[src/rtl/i2c_slave_ctrl.sv]
// I2C slave control FSM: address match, direction,
// ACK/NACK generation and master ACK handling on reads.
module i2c_slave_ctrl #(
  parameter logic [6:0] SLAVE_ADDR = 7'b1111000
) (
  input  logic       clk,
  input  logic       n_rst,
  input  logic       start_found,
  input  logic       stop_found,
  input  logic       rising_edge_found,
  input  logic       falling_edge_found,
  input  logic       sda_in,
  input  logic [7:0] rx_data,
  input  logic       rx_fifo_full,
  output logic       rx_enable,
  output logic       tx_enable,
  output logic       load_data,
  output logic       data_received,
  output logic [1:0] sda_mode
);

  typedef enum logic [3:0] {
    IDLE,
    RX_ADDR,
    ADDR_WAIT,
    ADDR_CHECK,
    IGNORE,
    ACK_HOLD_OFF,
    ADDR_ACK,
    RX_DATA,
    D_WAIT,
    D_CHECK,
    DACK_HOLD_OFF,
    DATA_ACK,
    LOAD,
    TX_BYTE,
    MACK,
    MACK_WAIT
  } state_t;

  state_t     state;
  state_t     state_n;
  logic [2:0] bit_cnt;
  logic [2:0] cnt_n;
  logic       dir;
  logic       dir_n;
  logic       nack;
  logic       nack_n;
  logic       last_bit;

  assign last_bit = (bit_cnt == 3'd7);

  // state, bit counter, direction and nack registers
  always_ff @(posedge clk) begin
    if (!n_rst) begin
      state   <= IDLE;
      bit_cnt <= 3'd0;
      dir     <= 1'b0;
      nack    <= 1'b0;
    end else begin
      state   <= state_n;
      bit_cnt <= cnt_n;
      dir     <= dir_n;
      nack    <= nack_n;
    end
  end

  // next-state: stop beats start beats per-state moves
  always_comb begin
    state_n = state;
    cnt_n   = bit_cnt;
    dir_n   = dir;
    nack_n  = nack;
    if (stop_found) begin
      state_n = IDLE;
    end else if (start_found) begin
      state_n = RX_ADDR;
      cnt_n   = 3'd0;
    end else begin
      unique case (state)
        RX_ADDR: begin
          if (rising_edge_found) begin
            cnt_n = bit_cnt + 3'd1;
            if (last_bit) state_n = ADDR_WAIT;
          end
        end
        ADDR_WAIT: state_n = ADDR_CHECK;
        ADDR_CHECK: begin
          if (rx_data[7:1] == SLAVE_ADDR) begin
            dir_n   = rx_data[0];
            state_n = ACK_HOLD_OFF;
          end else begin
            state_n = IGNORE;
          end
        end
        ACK_HOLD_OFF: begin
          if (falling_edge_found) state_n = ADDR_ACK;
        end
        ADDR_ACK: begin
          if (falling_edge_found) begin
            if (dir) begin
              state_n = LOAD;
            end else begin
              state_n = RX_DATA;
              cnt_n   = 3'd0;
            end
          end
        end
        RX_DATA: begin
          if (rising_edge_found) begin
            cnt_n = bit_cnt + 3'd1;
            if (last_bit) state_n = D_WAIT;
          end
        end
        D_WAIT: state_n = D_CHECK;
        D_CHECK: begin
          nack_n  = rx_fifo_full;
          state_n = DACK_HOLD_OFF;
        end
        DACK_HOLD_OFF: begin
          if (falling_edge_found) state_n = DATA_ACK;
        end
        DATA_ACK: begin
          if (falling_edge_found) begin
            state_n = RX_DATA;
            cnt_n   = 3'd0;
          end
        end
        LOAD: begin
          cnt_n   = 3'd0;
          state_n = TX_BYTE;
        end
        TX_BYTE: begin
          if (falling_edge_found) begin
            cnt_n = bit_cnt + 3'd1;
            if (last_bit) state_n = MACK;
          end
        end
        MACK: begin
          if (rising_edge_found) begin
            state_n = sda_in ? IGNORE : MACK_WAIT;
          end
        end
        MACK_WAIT: begin
          if (falling_edge_found) state_n = LOAD;
        end
        default: state_n = state;
      endcase
    end
  end

  // Moore output decode of the registered state
  always_comb begin
    rx_enable     = 1'b0;
    tx_enable     = 1'b0;
    load_data     = 1'b0;
    data_received = 1'b0;
    sda_mode      = 2'b00;
    unique case (state)
      RX_ADDR,
      ADDR_WAIT,
      RX_DATA,
      D_WAIT:   rx_enable = 1'b1;
      ADDR_ACK: sda_mode = 2'b01;
      D_CHECK:  data_received = !rx_fifo_full;
      DATA_ACK: sda_mode = nack ? 2'b10 : 2'b01;
      LOAD:     load_data = 1'b1;
      TX_BYTE: begin
        tx_enable = 1'b1;
        sda_mode  = 2'b11;
      end
      default: ;
    endcase
  end

endmodule

[config.mk]
export PLATFORM = sky130hd
export DESIGN_NAME = i2c_slave_ctrl
export DESIGN_NICKNAME = d
export VERILOG_FILES = /design/src/rtl/i2c_slave_ctrl.sv
export SDC_FILE = /design/constraint.sdc
export NUM_CORES = 1
export LEC_CHECK = 0
export CAP_MARGIN = 10
export CORE_ASPECT_RATIO = 0.9
export CORE_MARGIN = 5
export CORE_UTILIZATION = 48
export CTS_CLUSTER_DIAMETER = 100
export DETAILED_ROUTE_END_ITERATION = 16
export PLACE_DENSITY = 0.78
export SYNTH_ARGS = -nofsm -noshare
export SYNTH_HDL_FRONTEND = slang
export SYNTH_SLANG_ARGS = --single-unit
[constraint.sdc]
create_clock -name clk -period 2.3 [get_ports clk]
set_input_delay 0.23 -clock clk [delete_from_list [all_inputs] [get_ports clk]]
set_output_delay 0.23 -clock clk [all_outputs]
set_load 0.05 [all_outputs]
==> flow_summary_export.csv <==
group,metric,value,unit
timing,period_needed,2.096,ns
synth,netlist_instances,108,
setup_path,cp_max_fo,15,
cts,cts_tree,"yes",
cts,clockRootBuffer,"clkbuf_4",
setup_path,cp_slowest_cell,"dfxtp_1",
route,vias_per_cell,5.760,
cts,path_clk_slew,0.06,ns
final_layout,fin_util,66.20,%
run,maxCapViolCount,0,
die,start_util,51.55,%
route,vias,887,
synth,synth.area.top_cells,"dfxtp_1 (21%), mux2i_1 (9.1%), nand2_1 (5.6%)",
cts,cts_inserted_buffers,3,
global_route,grt-ovfl-total,0,
synth,syn_area,875.8,µm²
cts,ctsHtreeMaxLevel,1,
global_route,grt_usage,17.16,%
hold_path,worstHoldPathType,"flop to flop",
pwr,clockPowerShare,34.7,%
pwr,power_frac_comb,18.7,%
setup_path,path_cells,"buf_4 -> nand2b_1 -> nand3_1 -> o21a_1 -> o32ai_1 -> buf_12",
die,die_area,0.002780,mm²
outcome,outcome,"finished, final reports clean",
timing,tns,0,ns
setup_path,critPathKind,"flop to output port",
global_route,met2_usage,26.57,%
synth,synth.most_common_cell,"nand2_1",
cts,cts_buffer_depth,2,
pwr,p_int,261.5,µW
route,wl_per_cell,14.38,µm
global_route,grt_max_degree,17,
pwr,switchingPower,79.45,µW
setup_path,r2r_slack,0.24,ns
die,die_h,50.53,µm
timing,clock_skew,0.002249,ns
cts,hold_buffers,0,
timing,tightest_slew,0.4985,ns
route,dr.pass1.iters,4,
pwr,power.share.sequential,46.7,%
pwr,powerDensity,303.1,mW/mm²
synth,ys_warn_count,0,
timing,setup_viol,0,
synth,yosysUniqueCellTypes,47,
synth,avgSynthCellArea,8.110,µm²
final_layout,layout-drive-gt1-share,16.15,%
synth,yosysSeqAreaShare,20.57,%
global_route,antenna_found_initial,0,
timing,finalCritPeriodShare,91.14,%
final_layout,areaGrowthSynthToFinish,28.43,%
global_route,grt_pass1_wl,3657,µm
synth,yosysTopAreaCell,"dfxtp_1",
route,antenna_left,0,
setup_path,cp-start-kind,"flop",
cts,cts.sinks,9,
timing,finalHoldViolCount,0,
route,drc,0,
placed_design,dp_hpwl,1677,µm
synth,ys.flop_type,"dfxtp_1",
placed_design,place_ws,0.02466,ns
die,io_pins,22,
pwr,swShare,23.30,%
die,die_x,55.03,µm
pwr,peakVddDrop,0.3891,mV
final_layout,layout.cells.non_filler,154,
route,route.final.wire_length,2215,µm
placed_design,gp_congestion,0.8579,
timing,grt_setup_unrepaired,"false",
setup_path,endpoint_kind,"output port",
final_layout,diodes,0,
placed_design,post-place-cells,150,
hold_path,hold_depth,2,
global_route,top_usage_layer,"met2",
setup_path,crit_buf_inv,2,
placed_design,port_buffers,21,
pwr,p_leak,0.0004365,µW
setup_path,crit_cells,6,
cts,cts_setup_buffers,0,
timing,layout_setup_ws,0.2038,ns
cts,cts-resized-gates,0,
setup_path,critical_path.max_stage_delay,0.46,ns
timing,fmax,0.4770,GHz
setup_path,critical_path.top_delay_family,"flip-flops",
setup_path,crit_arrival,1.87,ns
global_route,grt_pass1_vias,808,
synth,synthTopCellsByCount,"nand2_1 (13), dfxtp_1 (9), mux2i_1 (8), nor2_1 (7), o21ai_0 (7)",
synth,synth-seq-cells,9,
setup_path,critical_path_required,2.07,ns
route,first_iter_violations,31,
cts,clkLatencyLatePin,0.25,ns
timing,slew_headroom,66.76,%
global_route,use_met3,4.142,%
synth,synth_top_area_share,20.57,%
die,core_area,0.001699,mm²
die,rows,14,
synth,syn_nets,126,
synth,ys_async_sr_fraction,0,%
synth,synth_edf_count,0,
timing,slew_viol_final,0,
global_route,gr-usage-met1,24.60,%
setup_path,r2r_cells,7,
final_layout,fin_nets,149,
kinds of logic after synthesis:
logic type                 after synthesis  synth area share (%)
DFF                                      9                 20.57
adders and majority gates                2                 2.857
AOI/OAI and AO/OA                       29                 25.14
xor gates and xnor gates                 1                 1.000
and+or+nand+nor                         48                 32.57
muxes                                    8                 9.143
buffers and inverters                   11                 8.714
layout by cell type, fill, tap and decap left out, drive strengths merged, types with 4 or more instances in the layout:
cell type / synthesis / layout
nor2: 7 / 7
nor2b: 4 / 4
o21ai: 7 / 7
clkdlybuf4s50: 0 / 15
nand2: 13 / 13
mux2i: 8 / 8
buf: 6 / 11
clkbuf: 2 / 4
dfxtp: 9 / 9
state kept, by name, summed over array words and instances (netlist names):
register  cells
bit_cnt       3
dir           1
state         4
nack          1
worst paths after layout:
path                                start                      end
setup reg to reg  bit_cnt[0]$_SDFFE_PN0P_    state[0]$_SDFFE_PP0P_
hold / removal    bit_cnt[2]$_SDFFE_PN0P_  bit_cnt[2]$_SDFFE_PN0P_
hold reg to reg   bit_cnt[2]$_SDFFE_PN0P_  bit_cnt[2]$_SDFFE_PN0P_
setup / recovery    state[2]$_SDFFE_PP0P_                rx_enable
worst register-to-register path: cells and delay by family (launching register included):
kind                     cells  cell delay, ns
AO/OA/AOI/OAI                3            1.06
AND/OR/NAND/NOR              2            0.14
flip-flops                   1            0.34
adder cells (fa/ha/maj)      2            0.39
layout make-up:
| class | count | area (µm²) |
|---|---|---|
| tap | 24 | 30.03 |
| sequential | 9 | 180.2 |
| multi-input combinational | 88 | 619.3 |
| inverter | 3 | 11.26 |
| fill | 169 | 574.3 |
| timing repair buffer | 26 | 257.7 |
| clock buffer | 4 | 26.28 |
power by group through the flow:
stage | clock network (µW) | registers [µW] | logic, µW
finish | 118 | 159 | 63.6
global route | 134 | 159 | 67.9
CTS | 124 | 159 | 63.6
detailed placement | 0 | 163 | 63.0
global placement | 0 | 162 | 62.3
floorplan | 0 | 161 | 25.6
per-stage QoR:
step | total power [µW] | cell area, µm² | hold slack, ns
after detailed placement | 225.5 | 1099 | 0.4646
after global placement | 224.7 | 1099 | 0.4497
after CTS | 346.9 | 1125 | 0.4728
final | 341.0 | 1125 | 0.4723
after floorplan | 186.8 | 875.8 | 0.3068
after global routing | 360.7 | 1125 | 0.5169
metal layers:
layer  vias to the layer above  wire length (µm)
met5                         -                 0
met4                         0                25
met3                         4               135
met2                        35              1011
li1                        447                 -
met1                       401              1043
No activity file was read; power rests on OpenSTA's default activity.
